File: config.mk
export PLATFORM = sky130hd
export DESIGN_NAME = pixel_sequencer
export DESIGN_NICKNAME = d
export VERILOG_FILES = /design/src/rtl/pixel_sequencer.sv
export SDC_FILE = /design/constraint.sdc
export NUM_CORES = 1
export LEC_CHECK = 0
export CAP_MARGIN = 20
export CORE_MARGIN = 4
export CORE_UTILIZATION = 30
export DETAILED_ROUTE_END_ITERATION = 8
export DONT_BUFFER_PORTS = 1
export GPL_ROUTABILITY_DRIVEN = 0
export HOLD_SLACK_MARGIN = 0.08
export MAX_ROUTING_LAYER = met4
export PLACE_DENSITY = 0.43
export SKIP_LAST_GASP = 1
export SYNTH_ARGS = -nofsm -noshare
export SYNTH_HDL_FRONTEND = slang
export SYNTH_SLANG_ARGS = --single-unit
File: constraint.sdc
create_clock -name clka -period 2.25 [get_ports clka]
set_input_delay 0.45 -clock clka [delete_from_list [all_inputs] [get_ports clka]]
set_output_delay 0.45 -clock clka [all_outputs]
set_load 0.02 [all_outputs]
File: src/rtl/pixel_sequencer.sv
// pixel_sequencer
// Walks a source image BRAM one pixel at a time, hands each pixel to the
// downstream `process` block over the OKin/OKout handshake, and writes the
// returned result into a destination BRAM at the same address.
//
// Ports:
//   clka                 system clock, rising edge
//   reset                asynchronous active-low reset
//   start                begin a frame (sampled only while idle)
//   rd_ena/rd_addr       source BRAM read port; rd_data valid one cycle later
//   Rin/Gin/Bin/OKin     pixel presented to `process`
//   Rout/Gout/Bout/OKout result returned by `process`
//   wr_ena/wr_wea/wr_addr/wr_data  destination BRAM write port
//   busy                 high from start accept until the done pulse
//   done                 one-cycle pulse after the final pixel is written
module pixel_sequencer #(
  parameter int NPIX = 90000,
  parameter int AW   = 17
) (
  input  logic          clka,
  input  logic          reset,
  input  logic          start,
  output logic          rd_ena,
  output logic [AW-1:0] rd_addr,
  input  logic [23:0]   rd_data,
  output logic [7:0]    Rin,
  output logic [7:0]    Gin,
  output logic [7:0]    Bin,
  output logic          OKin,
  input  logic [7:0]    Rout,
  input  logic [7:0]    Gout,
  input  logic [7:0]    Bout,
  input  logic          OKout,
  output logic          wr_ena,
  output logic          wr_wea,
  output logic [AW-1:0] wr_addr,
  output logic [23:0]   wr_data,
  output logic          busy,
  output logic          done
);

  typedef enum logic [2:0] {
    S_IDLE    = 3'd0,
    S_READ    = 3'd1,
    S_LAT     = 3'd2,
    S_PRESENT = 3'd3,
    S_WRITE   = 3'd4,
    S_RELEASE = 3'd5,
    S_DONE    = 3'd6
  } state_t;

  localparam logic [AW-1:0] LAST_IDX = AW'(NPIX - 1);

  state_t        state_q, state_d;
  logic [AW-1:0] idx_q, idx_d;
  logic          rd_ena_q, rd_ena_d;
  logic [AW-1:0] rd_addr_q, rd_addr_d;
  logic [23:0]   pix_q, pix_d;
  logic          ok_in_q, ok_in_d;
  logic          wr_en_q, wr_en_d;
  logic [AW-1:0] wr_addr_q, wr_addr_d;
  logic [23:0]   wr_data_q, wr_data_d;
  logic          busy_q, busy_d;
  logic          done_q, done_d;

  // Next-state and next-output logic; all outputs are registered from the
  // state being entered so they line up with the state they belong to.
  always_comb begin
    state_d   = state_q;
    idx_d     = idx_q;
    rd_addr_d = rd_addr_q;
    pix_d     = pix_q;
    wr_addr_d = wr_addr_q;
    wr_data_d = wr_data_q;
    busy_d    = busy_q;
    done_d    = 1'b0;

    case (state_q)
      S_IDLE: begin
        if (start) begin
          idx_d   = {AW{1'b0}};
          busy_d  = 1'b1;
          state_d = S_READ;
        end else begin
          state_d = S_IDLE;
        end
      end
      S_READ: begin
        state_d = S_LAT;
      end
      S_LAT: begin
        // BRAM data for the address issued in READ is valid now.
        pix_d   = rd_data;
        state_d = S_PRESENT;
      end
      S_PRESENT: begin
        if (OKout) begin
          wr_data_d = {Rout, Gout, Bout};
          wr_addr_d = idx_q;
          state_d   = S_WRITE;
        end else begin
          state_d = S_PRESENT;
        end
      end
      S_WRITE: begin
        state_d = S_RELEASE;
      end
      S_RELEASE: begin
        // Hold off the next pixel until `process` has dropped OKout.
        if (!OKout) begin
          if (idx_q == LAST_IDX) begin
            state_d = S_DONE;
          end else begin
            idx_d   = idx_q + AW'(1);
            state_d = S_READ;
          end
        end else begin
          state_d = S_RELEASE;
        end
      end
      S_DONE: begin
        done_d  = 1'b1;
        busy_d  = 1'b0;
        state_d = S_IDLE;
      end
      default: begin
        state_d = S_IDLE;
      end
    endcase

    if (state_d == S_READ) begin
      rd_addr_d = idx_d;
    end else begin
      rd_addr_d = rd_addr_d;
    end

    rd_ena_d = (state_d == S_READ);
    ok_in_d  = (state_d == S_PRESENT);
    wr_en_d  = (state_d == S_WRITE);
  end

  // State and output registers; reset clears everything at once so a frame
  // cut short by reset never completes its pending write or pulses done.
  always_ff @(posedge clka or negedge reset) begin
    if (!reset) begin
      state_q   <= S_IDLE;
      idx_q     <= {AW{1'b0}};
      rd_ena_q  <= 1'b0;
      rd_addr_q <= {AW{1'b0}};
      pix_q     <= 24'h000000;
      ok_in_q   <= 1'b0;
      wr_en_q   <= 1'b0;
      wr_addr_q <= {AW{1'b0}};
      wr_data_q <= 24'h000000;
      busy_q    <= 1'b0;
      done_q    <= 1'b0;
    end else begin
      state_q   <= state_d;
      idx_q     <= idx_d;
      rd_ena_q  <= rd_ena_d;
      rd_addr_q <= rd_addr_d;
      pix_q     <= pix_d;
      ok_in_q   <= ok_in_d;
      wr_en_q   <= wr_en_d;
      wr_addr_q <= wr_addr_d;
      wr_data_q <= wr_data_d;
      busy_q    <= busy_d;
      done_q    <= done_d;
    end
  end

  assign rd_ena        = rd_ena_q;
  assign rd_addr       = rd_addr_q;
  assign {Rin, Gin, Bin} = pix_q;
  assign OKin          = ok_in_q;
  assign wr_ena        = wr_en_q;
  assign wr_wea        = wr_en_q;
  assign wr_addr       = wr_addr_q;
  assign wr_data       = wr_data_q;
  assign busy          = busy_q;
  assign done          = done_q;

endmodule

# ---- Yosys cells after proc, flatten, opt, wreduce, memory -nomap -nowiden
# Index checks and enable logic that the tools add are counted.
dict set report word_totals {
  output_inout_bits 88
  register_bits 107
  inputBits 52
}
dict set report classes {
  mux 12
  eq_ne 11
  reduce_logical 4
  addsub 1
}
# cell count
set op_table {}
lappend op_table {{2-to-1 mux 17 bit} 3}
lappend op_table {{case mux 17 bit (2 select lines)} 1}
lappend op_table {{case mux 3 bit (6 select lines)} 1}
lappend op_table {{adder 17 x 1 -> 17 bit, second input constant} 1}
lappend op_table {{equality test 17 bit, second input constant} 1}
lappend op_table {{equality test 3 bit, second input constant} 4}
lappend op_table {{equality test 3 x 2 -> 1 bit, second input constant} 3}
lappend op_table {{2-to-1 mux 3 bit} 3}
lappend op_table {{equality test 3 x 1 -> 1 bit, second input constant} 2}
lappend op_table {{AND reduction 2 bit} 2}
lappend op_table {{zero test 3 bit} 1}
lappend op_table {{2-to-1 mux 1 bit} 3}
lappend op_table {{!= test 2 bit, second input constant} 1}
lappend op_table {{case mux 1 bit (2 select lines)} 1}
lappend op_table {{nonzero test 2 bit} 1}

# ---- Depth between registers and ports, before layout
# Gate-level depths: netlist of run 1.
dict set report logic_depth {
  depth_word 5
  mapped_depth 7
  mapped_depth_nobuf 7
}

# ---- Least setup slack after synthesis of run 1
# OpenSTA, ideal clock, no wires.
dict set report synth_path {
  path_kind {register to register}
  start {register idx_q[0]}
  end {register rd_addr_q[10], in the netlist rd_addr[10]}
  path_stages_with_launch 8
  path_slack_ps 265
  t_arrival_ps 1860
  n_path_buf 0
  required_ps 2125
  period_less_slack_ps 1985
  cell_sequence {dfrtp_1 -> ha_1 -> and4b_1 -> and3_1 -> a21boi_1 -> nor2_4 -> inv_1 -> mux2_2}
}
dict set report synth_between {
  elab_chain_len 5
  word_cells_on_any_way 9
}
# item line
set synth_rtl {}
lappend synth_rtl {{from (decl)} 55} ;# logic [AW-1:0] idx_q, idx_d;
lappend synth_rtl {{from (signal assigned)} 147} ;# idx_q <= {AW{1'b0}};
lappend synth_rtl {{from (signal assigned)} 159} ;# idx_q <= idx_d;
lappend synth_rtl {{equality test 17 bit} 111} ;# if (idx_q == LAST_IDX) begin
lappend synth_rtl {{2-to-1 mux 3 bit} 111}
lappend synth_rtl {{2-to-1 mux 3 bit} 110} ;# if (!OKout) begin
lappend synth_rtl {{case mux 3 bit (6 select lines)} 78} ;# case (state_q)
lappend synth_rtl {{equality test 3 x 1 -> 1 bit} --}
lappend synth_rtl {{via rd_ena_d} 56} ;# logic rd_ena_q, rd_ena_d;
lappend synth_rtl {{to (signal assigned)} 149} ;# rd_addr_q <= {AW{1'b0}};
lappend synth_rtl {{to (signal assigned)} 161} ;# rd_addr_q <= rd_addr_d;
lappend synth_rtl {{to (decl)} 57} ;# logic [AW-1:0] rd_addr_q, rd_addr_d;
# The timed path passes the listed nets, and every way through them passes these cells.
# A chain may end at the register's enable or synchronous reset.

# ---- Worst setup path in the final report of run 1
dict set report layout_path {
  start {register idx_q[1]}
  end {register rd_addr_q[8], in the netlist rd_addr[8]}
}
# The elaborated chain is that of the path after synthesis.

==> results of run 1 <==
==> worst max path at each step <==
stage / to / slack [ns] / cells past startpoint
detailed placement: rd_addr[8] / 0.15 / 7
CTS: rd_addr[8] / 0.14 / 7
global route: rd_addr[13] / 0.09 / 7
finish: rd_addr[8] / 0.23 / 7
global placement: rd_addr[10] / 0.22 / 7
floorplan: rd_addr[10] / 0.27 / 7
==> area by class of cell <==
type                            count  area [um^2]
Clock buffer                       10        229.0
Clock inverter                      6        58.81
Fill cell                        1506         9532
Inverter                            4        15.01
Multi-Input combinational cell    288         1649
Sequential cell                   107         2678
Tap cell                          184        230.2
Timing Repair Buffer               19        142.6
==> placed cells by master (no fill, tap or decap), types with 2 or more instances in the layout <==
cell type  synthesis  final
nand3_1           30     29
nor2_1             6      5
and3_1             2      2
a21oi_1            2      2
o21ai_0            9      9
o31ai_1            3      3
or3_1              6      6
a22o_1             3      3
o21bai_1           3      3
clkbuf_16          0      9
dfrtp_1          107    107
o2bb2ai_1          2      2
or4_1              2      2
and4_1             2      2
buf_4              3     19
nor4_1             4      4
and3b_1            2      2
o21ai_1            2      2
inv_1              4      4
nand2b_1           2      2
nor3_1             5      5
mux2i_1            4      4
nand3_2            1      2
o211ai_1           5      5
mux2_2            28     28
nand2_1          140    140
a31oi_1            3      3
inv_6              0      3
nand4_1            3      3
==> metrics by stage <==
stage	std cells	area, um^2	hold WS [ns]	setup WS (ns)
6_report	618	5002	-0.2111	0.2260
2_1_floorplan	423	4443	0.1544	0.2653
3_5_place_dp	602	4711	0.1568	0.1541
3_3_place_gp	602	4711	0.1569	0.2167
4_1_cts	618	4999	-0.2363	0.1404
5_1_grt	618	5002	-0.2428	0.09398
==> flip-flops by register name, summed over array words and instances (netlist names) <==
signal	count
OKin	1
busy	1
done	1
idx_q	17
pix_q	24
rd_addr	17
rd_ena	1
state_q	3
wr_addr	17
wr_data	24
wr_ena	1
==> critical path, cell delays in order (launching register included) <==
cell and delay, ns:
dfrtp_1 0.43, ha_1 0.25, and4b_1 0.22, and3_1 0.20, a21boi_2 0.21, nor2_4 0.07
inv_1 0.17, mux2_2 0.36
==> repair_timing <==
action                                 in CTS  in global routing
setup endpoints to repair                   0                  4
endpoints found under the hold margin     107                107
resized for setup                           0                  1
==> power by group <==
group | internal [mW] | switching (mW)
clock network | 0.776 | 0.765
registers | 2.49 | 1.09
logic | 0.592 | 0.648
total | 3.85 | 2.50
==> synthesized netlist by cell type (all sizes together) (2+ instances only) <==
master / n / share of area [%]
a21boi: 2 / 0.34
a21oi: 2 / 0.23
a22o: 3 / 0.59
a31oi: 3 / 0.42
and3: 2 / 0.28
and3b: 2 / 0.39
and4: 2 / 0.39
buf: 14 / 1.7
clkbuf: 10 / 0.87
dfrtp: 107 / 60
inv: 4 / 0.34
mux2: 28 / 7.1
mux2i: 4 / 0.90
nand2: 140 / 12
nand2b: 2 / 0.28
nand3: 31 / 3.6
nand3b: 2 / 0.62
nand4: 3 / 0.42
nor2: 7 / 0.76
nor3: 5 / 0.56
nor4: 4 / 0.56
o211ai: 6 / 1.1
o21ai: 11 / 1.2
o21bai: 3 / 0.51
o2bb2ai: 2 / 0.39
o31ai: 3 / 0.51
or3: 7 / 1.1
or4: 2 / 0.34
==> cells by family (layout without fill, tap and decap cells) <==
logic type / Yosys count / after routing / synth area share, %
fa+ha+maj: 1 / 1 / 0.2816
flops: 107 / 107 / 60.26
mux: 32 / 32 / 7.998
xor+xnor: 1 / 1 / 0.1972
buf+inv: 28 / 39 / 2.872
compound gates: 41 / 41 / 6.534
simple gates: 213 / 213 / 21.85
==> layer usage <==
layer | vias up | track usage (%) | routed length [um]
li1 | 1451 | - | -
met1 | 1543 | 17.15 | 4802
met2 | 85 | 20.17 | 5298
met3 | 7 | 4.625 | 866
met4 | 0 | 4.401 | 125
met5 | - | - | 0
==> summary.txt, run 1 <==
Global routing
  • Via count of the first global-routing pass: 2,936
  • Total global-route track usage: 13.45%
  • Wire length of the first global-routing pass: 16,960 um
  • Antenna violations before repair: 0
  • Pin count of the biggest net entering global routing: 108
  • Aggregate global routing overflow: 0

Clock tree
  • Number of levels in the clock H-tree: 3
  • Buffers inserted during post-CTS setup optimization: 0
  • CTS tree: yes
  • Maximum clock insertion buffer count: 2
  • Register clock-pin slew on the reported worst setup and hold paths: 0.07 ns
  • Clock insertion delay at the later pin of the skew report: 0.35 ns
  • CTS sink count: 107
  • Clock root buffer master: clkbuf_16
  • CTS buffer count: 9

STA
  • Transition time of the tightest slew-check pin: 0.5087 ns
  • Max Clk Rate: 0.4941 GHz
  • Share of the cycle needed by the critical path after routing: 89.95%
  • Final hold violation count: 107
  • Worst hold margin: -0.2111 ns
  • Setup_tns: 0 ns
  • Clock Skew: 0.006312 ns
  • Time the final worst path needs with I/O delays and setup: 2.024 ns
  • Slew Viols, Final: 0
  • Max-slew headroom: 65.98%
  • Final setup viols: 0
  • RSZ-0062 raised after global routing: no

Synthesis
  • Post-synthesis average cell area: 10.50 um^2
  • Net Count, Synth: 476
  • Main flop type after synthesis: dfrtp_1
  • Sequential-to-total area share from yosys stat: 60.26%
  • Number of register bits inferred by synthesis: 107
  • Count of flip-flops with a built-in enable after synthesis: 0
  • Netlist cell types: 50
  • Async SR Flop Fraction: 100.0%
  • Cell Area, Synth: 4443 um^2
  • Post-Synthesis Cells: 423
  • Yosys warning total: 0

Layout
  • Post-layout net count: 482
  • Inserted Diodes: 0
  • Area growth from synthesis to final layout: 12.59%
  • Fraction of final layout cells sized beyond drive strength 1: 16.13%
  • Fraction of the core area covered by cells at the end of the flow: 34.42%

Power and ir drop
  • Sum of internal, switching and leakage power: 6.353 mW
  • Standby leakage power: 2.389 nW
  • Power density of the placed cells: 1270 nW/um^2
  • Worst VDD drop: 0.4917 mV

Setup path
  • Worst Path Arrival: 2.26 ns
  • Req. time, crit path: 2.49 ns
  • Critical R2R Capture: rd_addr[8]
  • Depth of the worst register-to-register path: 7
  • Setup Crit Path Kind: reg -> reg
  • Largest fanout of any net on the critical path: 5
  • Register-to-register setup slack: 0.23 ns
  • Worst setup path startpoint: idx_q[1]
  • Kind of start point of the critical path: register
  • Critical path endpoint category: register
  • Start of the worst register-to-register path: idx_q[1]

Detailed routing
  • Drt total wl: 11,090 um
  • Starting DRC count in detailed routing: 199
  • Detail Route Antenna Nets: 0
  • Post-route DRC: 0
  • Routed length per instance: 17.95 um
  • Vias per std cell: 4.994
  • Routed vias: 3,086
  • Count of TritonRoute iterations in the first routing pass: 4

Run
  • Maximum capacitance violations: 0

Floorplan
  • I/O pin count: 140
  • Full die area: 16,820 um^2
  • Area of the placeable core: 14,530 um^2
  • Width of the chip: 129.7 um
  • Vert. Die Dim: 129.7 um
  • Num rows: 44
  • Initial core utilization: 30.57%

Outcome
  • Status: finished, violations left
  • Violated checks: negative hold slack

Placement
  • Detailed placer's ending HPWL: 7722 um
  • IO Port Bufs: 0

Worst hold path
  • Classification of the worst-slack hold path: in -> async
Power figures use the tool's default switching activity.
==> run 2: changes to the inputs <==
CTS_BUF_LIST = sky130_fd_sc_hd__clkbuf_4 sky130_fd_sc_hd__clkbuf_8   (was default)
RECOVER_POWER = 25   (was default)
==> run 2 against run 1 <==
  * The run still ends with negative hold slack left
  * Clock-buffer cell count stayed put
  * Sequential share of layout area up 1.1 points
  * Register-to-register slack hardly changed
  * Via count is 0.42% lower
  * Core utilization down 0.67 points
  * Hold slack lost 0.042 ns
  * Cell count is the same
  * Total power shrank 6.0%
  * Clock skew rose by 0.0064 ns
  * Wire length about the same
  * First-iteration DRC count is 4.0% higher
  * Cell area down 2.0%
  * Largest cell class unchanged
==> summary.txt, run 2 (synthesized netlist as in run 1, its figures left out) <==
Worst hold path
  • Classification of the worst-slack hold path: in -> async

STA
  • Final hold violation count: 107 (unchanged)
  • Share of the cycle needed by the critical path after routing: 90.07% (+0.11 points)
  • Worst hold margin: -0.2536 ns (-0.04250 ns)
  • Transition time of the tightest slew-check pin: 0.4902 ns (-0.01853 ns)
  • Max-slew headroom: 67.32% (+1.3 points)
  • Setup_tns: 0 ns (unchanged)
  • Slew Viols, Final: 0 (unchanged)
  • Crit path setup slack, layout: 0.2235 ns (-0.002512 ns)
  • Final setup viols: 0 (unchanged)
  • RSZ-0062 raised after global routing: no
  • Clock Skew: 0.01267 ns (+0.006356 ns)
  • Time the final worst path needs with I/O delays and setup: 2.026 ns (+0.002512 ns)
  • Max Clk Rate: 0.4935 GHz (-0.12%)

Floorplan
  • Area of the placeable core: 14,530 um^2 (unchanged)
  • I/O pin count: 140 (unchanged)
  • Initial core utilization: 30.57% (unchanged)
  • Num rows: 44 (unchanged)
  • Full die area: 16,820 um^2 (unchanged)
  • Vert. Die Dim: 129.7 um (unchanged)
  • Width of the chip: 129.7 um (unchanged)

Detailed routing
  • Routed vias: 3,073 (-0.42%)
  • Routed length per instance: 17.95 um (about the same)
  • Drt total wl: 11,100 um (about the same)
  • Starting DRC count in detailed routing: 207 (+4.0%)
  • Vias per std cell: 4.972 (-0.42%)
  • Post-route DRC: 0 (unchanged)
  • Count of TritonRoute iterations in the first routing pass: 6 (+2)
  • Detail Route Antenna Nets: 0 (unchanged)

Setup path
  • Worst Path Arrival: 2.30 ns (+0.04 ns)
  • Kind of start point of the critical path: register
  • Register-to-register setup slack: 0.22 ns (about the same)
  • Depth of the worst register-to-register path: 7 (unchanged)
  • Critical R2R Capture: rd_addr[8]
  • Largest fanout of any net on the critical path: 5 (unchanged)
  • Critical path endpoint category: register
  • Req. time, crit path: 2.52 ns (+0.03 ns)
  • Setup Crit Path Kind: reg -> reg
  • Start of the worst register-to-register path: idx_q[1]

Power and ir drop
  • NetSw: 2.459 mW (-1.6%)
  • Worst VDD drop: 0.4946 mV (+0.58%)
  • Pint: 3.513 mW (-8.8%)
  • Standby leakage power: 2.346 nW (-1.8%)
  • Sum of internal, switching and leakage power: 5.972 mW (-6.0%)
  • Clock Power Share: 19.4% (-4.9 points)
  • Power density of the placed cells: 1218 nW/um^2 (-4.1%)
  • Combinational Power Share: 20.8% (+1.3 points)
  • Sw Ratio: 41.18% (+1.8 points)
  • Power share of the sequential group: 59.8% (+3.6 points)

Clock tree
  • Clock root buffer master: clkbuf_8
  • Number of levels in the clock H-tree: 3 (unchanged)
  • Buffers inserted during post-CTS setup optimization: 0 (unchanged)
  • Maximum clock insertion buffer count: 2 (unchanged)
  • CTS sink count: 107 (unchanged)
  • Register clock-pin slew on the reported worst setup and hold paths: 0.12 ns (+0.05 ns)
  • CTS tree: yes
  • CTS buffer count: 9 (unchanged)
  • Clock insertion delay at the later pin of the skew report: 0.39 ns (+0.04 ns)

Placement
  • Setup slack after placement: 0.1541 ns (unchanged)
  • Placed insts: 602 (unchanged)
  • Detailed placer's ending HPWL: 7722 um (unchanged)
  • IO Port Bufs: 0 (unchanged)
  • Placed standard-cell area: 4711 um^2 (unchanged)

Layout
  • Most common cell after layout, fill and taps aside: nand2_1
  • Area growth from synthesis to final layout: 10.39%
  • Most frequent cells in the layout: 140 x nand2_1, 107 x dfrtp_1, 29 x nand3_1
  • Post-route cell area: 4905 um^2 (-2.0%)
  • Fraction of final layout cells sized beyond drive strength 1: 16.36% (+0.23 points)
  • Inserted Diodes: 0 (unchanged)
  • Number of standard cells in the layout, taps in and fillers out: 618 (unchanged)
  • Post-layout net count: 482 (unchanged)

Global routing
  • Wire length of the first global-routing pass: 16,940 um (-0.12%)
  • Pin count of the biggest net entering global routing: 108 (unchanged)
  • Total global-route track usage: 13.46% (about the same)
  • Via count of the first global-routing pass: 2,940 (+0.14%)
  • Aggregate global routing overflow: 0 (unchanged)
  • Antenna violations before repair: 0 (unchanged)

Run
  • Maximum capacitance violations: 0 (unchanged)

Outcome
  • Violated checks: negative hold slack
  • Status: finished, violations left
## run 2: cell counts in the layout (fill, tap and decap cells not counted)
Identical to the previous run, type by type.
## run 2: stage by stage
step | hold slack, ns | utilization [%]
final | -0.2536 | 33.75
after global routing | -0.3033 | 33.75
after CTS | -0.2933 | 33.72
after detailed placement | 0.1568 | 32.41
after global placement | 0.1569 | 32.41
after floorplan | 0.1544 | -
## run 2: worst max path at each step
stage,startpoint,endpoint,slack (ns)
6_report,idx_q[1],rd_addr[8],0.22
4_1_cts,idx_q[1],rd_addr[8],0.14
3_3_place_gp,idx_q[1],rd_addr[10],0.22
3_5_place_dp,idx_q[1],rd_addr[8],0.15
5_1_grt,idx_q[1],rd_addr[13],0.09
2_1_floorplan,idx_q[0],rd_addr[10],0.27
## run 2: power by group through the flow
stage / combinational, mW / sequential, mW / clock, mW
after floorplan: 1.02 / 3.46 / 0
after global placement: 1.22 / 3.63 / 0
after detailed placement: 1.26 / 3.63 / 0
after CTS: 1.27 / 3.59 / 1.23
after global routing: 1.41 / 3.65 / 1.30
final: 1.24 / 3.57 / 1.16
## run 2: metal layers
metal | share of wire [%] | routed length (um) | up-vias | global-route usage [%]
met3 | 8.2 | 911 | 12 | 4.503
met2 | 47 | 5251 | 89 | 20.11
met1 | 43 | 4763 | 1529 | 17.23
li1 | - | - | 1443 | -
met4 | 1.5 | 168 | 0 | 4.584
met5 | 0 | 0 | - | -
## run 2: worst max-delay path, cell delays in order, from the launching register on
cell and delay, ns:
dfrtp_1 0.44, ha_1 0.25, and4b_1 0.22, and3_1 0.20, a21boi_2 0.21, nor2_4 0.07, inv_1 0.17, mux2_2 0.36
## run 2: timing repair
action	CTS	global route
endpoints found under the hold margin	107	107
endpoints found under the setup margin	0	4
gates resized for setup	0	1
## run 2: area by class of cell
type,instances,area [um^2]
Sequential cell,107,2678
Fill cell,1515,9629
Clock buffer,10,131.4
Multi-Input combinational cell,288,1649
Timing Repair Buffer,19,142.6
Clock inverter,6,58.81
Tap cell,184,230.2
Inverter,4,15.01
==> run 3: changes to the inputs <==
CELL_PAD_IN_SITES_DETAIL_PLACEMENT = 1   (was default)
CELL_PAD_IN_SITES_GLOBAL_PLACEMENT = 1   (was default)
PLACE_DENSITY = 0.53   (was 0.43)
==> run 3 against run 2 <==
  * Fmax fell by 2.7%
  * Worst setup slack worse by 0.056 ns
  * Total power grew 1.4%
  * The run still ends with negative hold slack left
  * Core utilization is 0.060 points higher
  * Sequential share of layout area is 0.097 points lower
  * Non-clock buffer count fell by 2
  * Hold slack improved by 0.013 ns
  * Flip-flop and latch count unchanged
  * Wire length increased by 1.9%
  * Clock-buffer cell count grew 3
  * Combinational power barely moved
  * First-iteration DRC count down 35%
==> summary.txt, run 3 (synthesized netlist as in run 1, its figures left out) <==
Power and ir drop
  • Combinational Power Share: 20.5% (-0.3 points)
  • Power share of the sequential group: 59.1% (-0.7 points)
  • Sw Ratio: 39.29% (-1.9 points)
  • Standby leakage power: 2.351 nW (+0.19%)
  • Clock Power Share: 20.4% (+1.0 points)
  • Worst VDD drop: 0.3493 mV (-29%)
  • NetSw: 2.378 mW (-3.3%)
  • Pint: 3.675 mW (+4.6%)
  • Power density of the placed cells: 1232 nW/um^2 (+1.2%)

STA
  • Clock Skew: 0.01422 ns (+0.001549 ns)
  • Final hold violation count: 107 (unchanged)
  • Time the final worst path needs with I/O delays and setup: 2.083 ns (+0.05630 ns)
  • Crit path setup slack, layout: 0.1672 ns (-0.05630 ns)
  • Final setup viols: 0 (unchanged)
  • Transition time of the tightest slew-check pin: 0.4530 ns (-0.03721 ns)
  • Max Clk Rate: 0.4801 GHz (-2.7%)
  • Share of the cycle needed by the critical path after routing: 92.57% (+2.5 points)
  • Setup_tns: 0 ns (unchanged)
  • Worst hold margin: -0.2404 ns (+0.01324 ns)
  • RSZ-0062 raised after global routing: no
  • Max-slew headroom: 69.80% (+2.5 points)
  • Slew Viols, Final: 0 (unchanged)

Setup path
  • Worst Path Arrival: 2.35 ns (+0.05 ns)
  • Stage delay of the slowest cell on the critical path: 0.66 ns (+0.22 ns)
  • Critical R2R Capture: rd_addr[9]
  • Largest fanout of any net on the critical path: 10 (+5)
  • Critical-path cell with the highest stage delay: or4_1
  • Cell type group with the largest total delay on the critical path: simple AND/OR/NAND/NOR gates
  • Critical path endpoint category: register
  • CP bufs+invs: 0 (-1)
  • Register-to-register setup slack: 0.17 ns (-0.06 ns)
  • Start of the worst register-to-register path: state_q[2]
  • Depth of the worst register-to-register path: 5 (-2)
  • Kind of start point of the critical path: register
  • Setup Crit Path Kind: reg -> reg
  • Req. time, crit path: 2.52 ns (about the same)
  • Cells traversed along the worst timing path: nand3b_4, or4_1, or3_4, nand3_2, o211ai_2

Floorplan
  • Width of the chip: 129.7 um (unchanged)
  • I/O pin count: 140 (unchanged)
  • Initial core utilization: 30.57% (unchanged)
  • Num rows: 44 (unchanged)
  • Area of the placeable core: 14,530 um^2 (unchanged)
  • Full die area: 16,820 um^2 (unchanged)
  • Vert. Die Dim: 129.7 um (unchanged)

Global routing
  • Aggregate global routing overflow: 0 (unchanged)
  • Total global-route track usage: 13.98% (+0.52 points)
  • Wire length of the first global-routing pass: 17,570 um (+3.7%)
  • Via count of the first global-routing pass: 3,100 (+5.4%)
  • Pin count of the biggest net entering global routing: 108 (unchanged)
  • Antenna violations before repair: 0 (unchanged)

Placement
  • Setup slack after placement: 0.1545 ns (+0.0003960 ns)
  • Detailed placer's ending HPWL: 7884 um (+2.1%)
  • IO Port Bufs: 0 (unchanged)

Layout
  • Number of filler instances in the final layout: 1,651 (+9.0%)
  • Most common cell after layout, fill and taps aside: nand2_1
  • Post-layout net count: 480 (-0.41%)
  • Inserted Diodes: 0 (unchanged)
  • Fraction of final layout cells sized beyond drive strength 1: 15.78% (-0.58 points)
  • Area growth from synthesis to final layout: 10.59%
  • Most frequent cells in the layout: 140 x nand2_1, 107 x dfrtp_1, 29 x nand3_1

Clock tree
  • Maximum clock insertion buffer count: 2 (unchanged)
  • Clock root buffer master: clkbuf_8
  • Number of levels in the clock H-tree: 3 (unchanged)
  • CTS tree: yes
  • CTS buffer count: 9 (unchanged)
  • Register clock-pin slew on the reported worst setup and hold paths: 0.10 ns (-0.02 ns)
  • Clock insertion delay at the later pin of the skew report: 0.38 ns (about the same)
  • CTS sink count: 107 (unchanged)

Detailed routing
  • Count of TritonRoute iterations in the first routing pass: 4 (-2)
  • Routed vias: 3,060 (-0.42%)
  • Starting DRC count in detailed routing: 135 (-35%)
  • Post-route DRC: 0 (unchanged)
  • Routed length per instance: 18.38 um (+2.4%)
  • Detail Route Antenna Nets: 0 (unchanged)
  • Drt total wl: 11,310 um (+1.9%)
  • Vias per std cell: 4.976 (about the same)

Run
  • Maximum capacitance violations: 0 (unchanged)

Worst hold path
  • Classification of the worst-slack hold path: in -> async

Outcome
  • Violated checks: negative hold slack
  • Status: finished, violations left
run 3: power by group through the flow:
stage / sequential [mW] / combinational (mW) / clock (mW)
floorplan: 3.46 / 1.02 / 0
global placement: 3.63 / 1.22 / 0
detailed placement: 3.64 / 1.27 / 0
CTS: 3.60 / 1.28 / 1.30
global route: 3.67 / 1.42 / 1.37
finish: 3.57 / 1.24 / 1.24
run 3: worst max-delay path by stage:
stage / depth (start not counted) / startpoint / slack (ns) / end
after global routing: 6 / idx_q[1] / 0.004 / rd_addr[16]
final: 5 / state_q[2] / 0.17 / rd_addr[9]
after detailed placement: 7 / idx_q[1] / 0.15 / rd_addr[10]
after global placement: 7 / idx_q[1] / 0.22 / rd_addr[10]
after floorplan: 7 / idx_q[0] / 0.27 / rd_addr[10]
after CTS: 7 / idx_q[1] / 0.14 / rd_addr[10]
run 3: metal layers:
metal | routed length, um | part of all wire, % | GRT usage, %
met1 | 5126 | 45 | 18.38
met2 | 5203 | 46 | 20.53
met3 | 780 | 6.9 | 3.643
met5 | 0 | 0 | -
met4 | 195 | 1.7 | 5.868
run 3: through the flow:
stage	utilization (%)	area, um^2	total power [mW]	std cells
global route	33.81	4913	6.467	615
finish	33.81	4913	6.053	615
floorplan	-	4443	4.485	423
CTS	33.78	4910	6.171	615
detailed placement	32.40	4708	4.908	600
global placement	32.40	4708	4.849	600
run 3: what timing repair did:
action                                  CTS  global route
endpoints found under the hold margin   107           107
endpoints found under the setup margin    0             2
setup buffers                             0             0
resized for setup                         0             1
run 3: area by class of cell:
type | instances | area [um^2] | area share, %
Clock buffer | 13 | 166.4 | 3.387
Clock inverter | 2 | 35.03 | 0.7130
Inverter | 4 | 15.01 | 0.3056
Multi-Input combinational cell | 288 | 1649 | 33.56
Sequential cell | 107 | 2678 | 54.49
Tap cell | 184 | 230.2 | 4.686
Timing Repair Buffer | 17 | 140.1 | 2.852
